<file path="src/rtl/fetch_unit.sv">
// fetch_unit
// Instruction-fetch stage in front of instruction_memory. Owns the program
// counter (a word index), presents it on pc_address, and registers the
// combinationally returned instruction_set into the IF/ID register. It also
// handles downstream stalls, taken-branch redirects (one-bubble flush), and
// halting after the last memory word.
//
// Ports:
//   clk             system clock, all state updates on the rising edge
//   rst             synchronous active-high reset
//   stall           hold request from hazard logic
//   branch_taken    redirect request from execute
//   branch_target   redirect word index
//   pc_address      current PC, straight from the PC register
//   instruction_set instruction word for pc_address, same cycle
//   if_valid        IF/ID register holds a real instruction
//   if_instruction  IF/ID instruction word
//   if_pc           word index the IF/ID instruction came from
//   halted          high while in HALT
//   fetch_count     (FETCH_PERF_COUNT_EN only) saturating count of fetches
//   stall_count     (FETCH_PERF_COUNT_EN only) saturating count of stalled RUN cycles
//
// Optional feature macro: FETCH_PERF_COUNT_EN adds the two perf counters.
//
// State table:
//   state | meaning
//   RUN   | fetching one word per cycle, honouring stall and branch
//   HALT  | past the last word; PC parked at MEM_DEPTH-1, only a branch restarts

module fetch_unit #(
    parameter int PC_WIDTH  = 32,
    parameter int MEM_DEPTH = 32,
    parameter int RESET_PC  = 0
) (
    input  logic                clk,
    input  logic                rst,
    input  logic                stall,
    input  logic                branch_taken,
    input  logic [PC_WIDTH-1:0] branch_target,
    output logic [PC_WIDTH-1:0] pc_address,
    input  logic [31:0]         instruction_set,
    output logic                if_valid,
    output logic [31:0]         if_instruction,
    output logic [PC_WIDTH-1:0] if_pc,
`ifdef FETCH_PERF_COUNT_EN
    output logic [15:0]         fetch_count,
    output logic [15:0]         stall_count,
`endif
    output logic                halted
);

    localparam logic [PC_WIDTH-1:0] LAST_PC  = PC_WIDTH'(MEM_DEPTH - 1);
    localparam logic [PC_WIDTH-1:0] START_PC = PC_WIDTH'(RESET_PC);

    typedef enum logic {
        RUN  = 1'b0,
        HALT = 1'b1
    } state_t;

    state_t              state_q, state_d;
    logic [PC_WIDTH-1:0] pc_q, pc_d;
    logic                if_valid_q, if_valid_d;
    logic [31:0]         if_instruction_q, if_instruction_d;
    logic [PC_WIDTH-1:0] if_pc_q, if_pc_d;

    // Pulses used by the optional perf counters; computed unconditionally
    // so the FSM logic is identical in both builds.
    logic                fetch_evt;
    logic                stall_evt;
    logic                target_in_range;

    // Targets are word indices, so anything past the last word is out of range.
    assign target_in_range = (branch_target <= LAST_PC);

    always_comb begin
        state_d          = state_q;
        pc_d             = pc_q;
        if_valid_d       = if_valid_q;
        if_instruction_d = if_instruction_q;
        if_pc_d          = if_pc_q;
        fetch_evt        = 1'b0;
        stall_evt        = 1'b0;

        unique case (state_q)
            RUN: begin
                if (branch_taken) begin
                    if_valid_d = 1'b0;
                    if (target_in_range) begin
                        pc_d             = branch_target;
                        if_instruction_d = '0;
                    end else begin
                        pc_d    = LAST_PC;
                        state_d = HALT;
                    end
                end else if (stall) begin
                    stall_evt = 1'b1;
                end else begin
                    if_instruction_d = instruction_set;
                    if_pc_d          = pc_q;
                    if_valid_d       = 1'b1;
                    fetch_evt        = 1'b1;
                    // The last word is still delivered; PC parks on it.
                    if (pc_q == LAST_PC) begin
                        state_d = HALT;
                    end else begin
                        pc_d = pc_q + PC_WIDTH'(1);
                    end
                end
            end
            HALT: begin
                if_valid_d = 1'b0;
                if (branch_taken && target_in_range) begin
                    pc_d    = branch_target;
                    state_d = RUN;
                end
            end
            default: begin
                state_d = RUN;
            end
        endcase
    end

    always_ff @(posedge clk) begin
        if (rst) begin
            state_q          <= RUN;
            pc_q             <= START_PC;
            if_valid_q       <= 1'b0;
            if_instruction_q <= '0;
            if_pc_q          <= '0;
        end else begin
            state_q          <= state_d;
            pc_q             <= pc_d;
            if_valid_q       <= if_valid_d;
            if_instruction_q <= if_instruction_d;
            if_pc_q          <= if_pc_d;
        end
    end

    assign pc_address     = pc_q;
    assign if_valid       = if_valid_q;
    assign if_instruction = if_instruction_q;
    assign if_pc          = if_pc_q;
    assign halted         = (state_q == HALT);

`ifdef FETCH_PERF_COUNT_EN
    logic [15:0] fetch_count_q, fetch_count_d;
    logic [15:0] stall_count_q, stall_count_d;

    always_comb begin
        fetch_count_d = fetch_count_q;
        stall_count_d = stall_count_q;
        if (fetch_evt && (fetch_count_q != 16'hFFFF)) begin
            fetch_count_d = fetch_count_q + 16'd1;
        end
        if (stall_evt && (stall_count_q != 16'hFFFF)) begin
            stall_count_d = stall_count_q + 16'd1;
        end
    end

    always_ff @(posedge clk) begin
        if (rst) begin
            fetch_count_q <= '0;
            stall_count_q <= '0;
        end else begin
            fetch_count_q <= fetch_count_d;
            stall_count_q <= stall_count_d;
        end
    end

    assign fetch_count = fetch_count_q;
    assign stall_count = stall_count_q;
`else
    // Event pulses have no consumer in this build.
    logic unused_evt;
    assign unused_evt = fetch_evt ^ stall_evt;
`endif

endmodule

</file>
<file path="config.mk">
export PLATFORM = sky130hd
export DESIGN_NAME = fetch_unit
export DESIGN_NICKNAME = d
export VERILOG_FILES = /design/src/rtl/fetch_unit.sv
export SDC_FILE = /design/constraint.sdc
export NUM_CORES = 1
export LEC_CHECK = 0
export BUFFER_PORTS_ARGS = -buffer_cell sky130_fd_sc_hd__buf_2
export CAP_MARGIN = 10
export CORE_MARGIN = 3
export CORE_UTILIZATION = 54
export DETAILED_ROUTE_END_ITERATION = 12
export PLACE_DENSITY_LB_ADDON = 0.1
export SYNTH_ARGS = -nofsm -noshare
export SYNTH_HDL_FRONTEND = slang
export SYNTH_SLANG_ARGS = --single-unit
export TNS_END_PERCENT = 50
</file>
<file path="constraint.sdc">
create_clock -name clk -period 3 [get_ports clk]
set_clock_uncertainty 0.1 [all_clocks]
set_input_delay 0.6 -clock clk [delete_from_list [all_inputs] [get_ports clk]]
set_output_delay 0.6 -clock clk [all_outputs]
set_load 0.05 [all_outputs]
</file>
# After elaboration in Yosys (flattened, before gate mapping)
# Index checks and enable logic that the tools add are counted.
[totals] reg_bits=98 out_inout_bits=98 inputBits=68
[classes] addsub=1 n_mux=18 reduce_logical=4 n_lt_le_gt_ge=1 n_bitwise=3 n_eq_ne=6
[op_table] cell="2-to-1 mux 32 bit" count=8
[op_table] cell="one-hot mux 32 bit (2 select lines)" count=1
[op_table] cell="adder 32 x 1 -> 32 bit, second input constant" count=1
[op_table] cell="equality test 32 x 5 -> 1 bit, second input constant" count=1
[op_table] cell="<= comparator 32 x 5 -> 1 bit, second input constant" count=1
[op_table] cell="AND reduction 3 bit" count=3
[op_table] cell="2-to-1 mux 1 bit" count=7
[op_table] cell="!= test 2 x 1 -> 1 bit, second input constant" count=3
[op_table] cell="!= test 3 bit, second input constant" count=2
[op_table] cell="one-hot mux 1 bit (2 select lines)" count=2
[op_table] cell="NOT 1 bit" count=3
[op_table] cell="logical AND 1 bit" count=1

# Depth between registers and ports, before layout
[logic_depth] word_depth=5 mapped_depth=9 mapped_depth_nobuf=7

# Least setup slack after synthesis
# Ideal clock, no wire load.
[synth_path] kind="reg2reg" start="register pc_q[0], in the netlist pc_address[0]" end="register pc_q[3], in the netlist pc_address[3]" setup_ns=0.103 arrival_time_ns=2.193 path_slack_ns=0.604 stages_incl_launch_ff=8 cell_sequence="dfxtp_1 > ha_1 > and4_1 > nand4_1 > o21ba_1 > o21a_4 > buf_6 > a2111oi_2"
[synth_via] elab_chain_cells=5 word_cells_on_any_way=8 cone_classes="add/sub (1); eq/ne (2); mux (4); reduce/logical (1)"
[synth_lines] element="start: declaration" line="61" source="logic [PC_WIDTH-1:0] pc_q, pc_d;"
[synth_lines] element="start signal: assignment" line="132" source="pc_q <= pc_d;"
[synth_lines] element="adder 32 x 1 -> 32 bit" line="106" source="pc_d = pc_q + PC_WIDTH'(1);"
[synth_lines] element="2-to-1 mux 32 bit" line="103" source="if (pc_q == LAST_PC) begin"
[synth_lines] element="2-to-1 mux 32 bit" line="95" source="end else if (stall) begin"
[synth_lines] element="2-to-1 mux 32 bit" line="86" source="if (branch_taken) begin"
[synth_lines] element="one-hot mux 32 bit (2 select lines)" line="84" source="unique case (state_q)"
# Several ways; a longest one is shown, not always the timed one. The select of a mux whose other input is x is not followed.
# A chain may end at the register's enable or synchronous reset.

# Worst setup path after layout
[layout_path] start="register pc_q[0], in the netlist pc_address[0]" end="register pc_q[14], in the netlist pc_address[14]"
# Same word-level chain as after synthesis.

==> reports/results.ini <==
[setup_path]
worst_ep_arrival_time_ns=2.84
crit_chain=ha_1 -> and4_1 -> nand4_1 -> o21ba_1 -> o21ai_2 -> o21ai_0 -> a21oi_1
critPathMaxFanout=21
critPathMaxStageDelay_ns=0.72
crit_type=reg -> reg
cp-start-kind=flip-flop
worstPathRequired_ns=3.20
cpMaxStageDelayCell=o21ai_2
end_kind=flip-flop

[routing]
final_antenna_net_count=0
post_drt_wl_per_cell_um=16.5
drc=0
first_iter_violations=322
num_vias=4910
drt_wl_total_um=13900
vias_per_cell=5.85
first_pass_iters=5

[synthesis]
synth_top_area_share_pct=42.4
synth.distinct_cells=57
syn_inst=582
synthArstFlopShare_pct=0
synth-seq-cells=98
yosysMostFrequentCell=nand2_1
synth_area_leaders=dfxtp_1 (42%), nand2_1 (10%), a21oi_1 (9.9%)
yosys.area.top_type=dfxtp_1
synth_top_flop_cell=dfxtp_1
synth_nets=651
synth_common_cells=nand2_1 (124), dfxtp_1 (98), a21oi_1 (91), nand3b_1 (32), clkbuf_1 (30)
yosysWarnings=0
syn_area_um2=4620
synth_area_per_cell_um2=7.94
synth-edff-count=0
yosysSeqAreaShare_pct=42.4

[sta]
fin_crit_sh_pct=88.1
tightest_slew_ns=0.927
tns_ns=0
rsz0062_at_grt=no
fmax_mhz=378
hold_violations=0
fin_hold_ws_ns=0.353
slew_violations=0
slew_headroom_pct=38.2
final_period_minus_worst_setup_slack_ns=2.64
setup_viol=0

[clocking]
h-tree-depth=3
cts.path.max_buffers=2
clock_sinks=98
numCtsBuffers=9
cts_resized=0
clk_pin_slew_ns=0.10
cts_root_buf=clkbuf_8
postCtsHoldBufs=0
cts_tree=done
postCtsSetupBuffers=0
clock_latency_ns=0.37

[floorplan]
die-area_um2=9710
die_h_um=98.5
coreArea_um2=8260
start_util_pct=56.0
ios=166
rows=33
fp.dieW_um=98.5

[worst_hold_path]
hold_path_class=reg -> reg

[global_routing]
grt_pass1_vias=4571
grtUsageTotal_pct=27.8
grt_start_max_net_pins=63
grt_overflow=0
grt_pass1_wl_um=22400
antenna_found_initial=0

[place]
portBuffers=165
place.gp.congestion=0.910
dpl.hpwl_um=9630

[power_and_ir_drop]
leakage_nw=2.30
internal_power_w=0.00178
p_per_area_nw_per_um2=460
ir_worst_vdd_v=0.000266
clkPwrFrac_pct=29.5
switching_share_pct=31.7
seqPwrFrac_pct=52.6
p_switching_w=0.000828
p_comb_share_pct=17.9

[final_layout]
post-route-util_pct=68.7
drive_gt1_share_pct=29.4
syn_to_final_growth_pct=22.7
finalNetCount=799
diodes=0

[status]
status=completed

[job]
cap_violations=0

-- registers in the layout, indices dropped and copies added, names as in the netlist --
name and flops:
if_instruction 32, if_pc 32, pc_address 32, halted 1
if_valid 1
-- metal layers --
layer  vias up  track usage [%]  share of wire [%]
li1       2371                -                  -
met3        39             4.88                7.3
met1      2264             38.4                 44
met2       236             43.6                 46
met5         -                0                  0
met4         0             10.4                2.7
-- power by group through the flow --
stage,combinational [W],clock [W],sequential [W]
2_1_floorplan,0.000197,0,0.00152
3_3_place_gp,0.000454,0,0.00140
3_5_place_dp,0.000462,0,0.00140
4_1_cts,0.000463,0.000780,0.00137
5_1_grt,0.000500,0.000824,0.00138
6_report,0.000467,0.000770,0.00137
-- placed cells by master, fill, tap and decap left out, types with 6 or more instances in the layout --
cell	n
a311oi_1	7
inv_1	8
nand2_1	124
nor3_1	10
nor4_1	16
nand3_1	11
nand3b_1	32
a21oi_1	91
nor2_1	24
o21ai_0	19
buf_4	20
dfxtp_1	98
buf_2	164
nand4_1	8
and4_1	6
clkbuf_8	9
a31oi_1	6
or3_1	6
-- metrics by stage --
step           instances  cell area [um2]  setup WS, ns  power (W)
3_3_place_gp         823             5490         0.417    0.00186
5_1_grt              840             5670         0.132    0.00270
4_1_cts              839             5660         0.363    0.00262
6_report             840             5670         0.357    0.00261
2_1_floorplan        582             4620         0.604    0.00172
3_5_place_dp         823             5490         0.328    0.00186
-- worst paths after layout --
kind	startpoint	endpoint	slack, ns	cells after the start
worst max-delay path	pc_address[0]	pc_address[14]	0.36	7
worst min-delay path	if_pc[15]	if_pc[15]	0.35	2
worst max register to register	pc_address[0]	pc_address[14]	0.36	7
worst min register to register	if_pc[15]	if_pc[15]	0.35	2
-- logic make-up after synthesis --
logic type / after synthesis / synth area share (%)
AND/OR/NAND/NOR: 268 / 30.4
AO/OA/AOI/OAI: 155 / 20.2
flip-flops: 98 / 42.4
buffers and inverters: 57 / 6.12
XOR/XNOR: 3 / 0.569
adder cells (fa/ha/maj): 1 / 0.271
-- cell type report --
| type | count | area (um2) |
|---|---|---|
| Fill cell | 748 | 2580 |
| Tap cell | 105 | 131 |
| Sequential cell | 98 | 1960 |
| Clock inverter | 4 | 28.8 |
| Inverter | 8 | 30.0 |
| Timing Repair Buffer | 186 | 1010 |
| Clock buffer | 12 | 135 |
| Multi-Input combinational cell | 427 | 2380 |
-- critical path: cells and delay by family (launching register included) --
family          cells  cell delay, ns
flops               1            0.35
compound gates      4            1.40
simple gates        2            0.47
fa+ha+maj           1            0.24
Power figures use the tool's default switching activity.
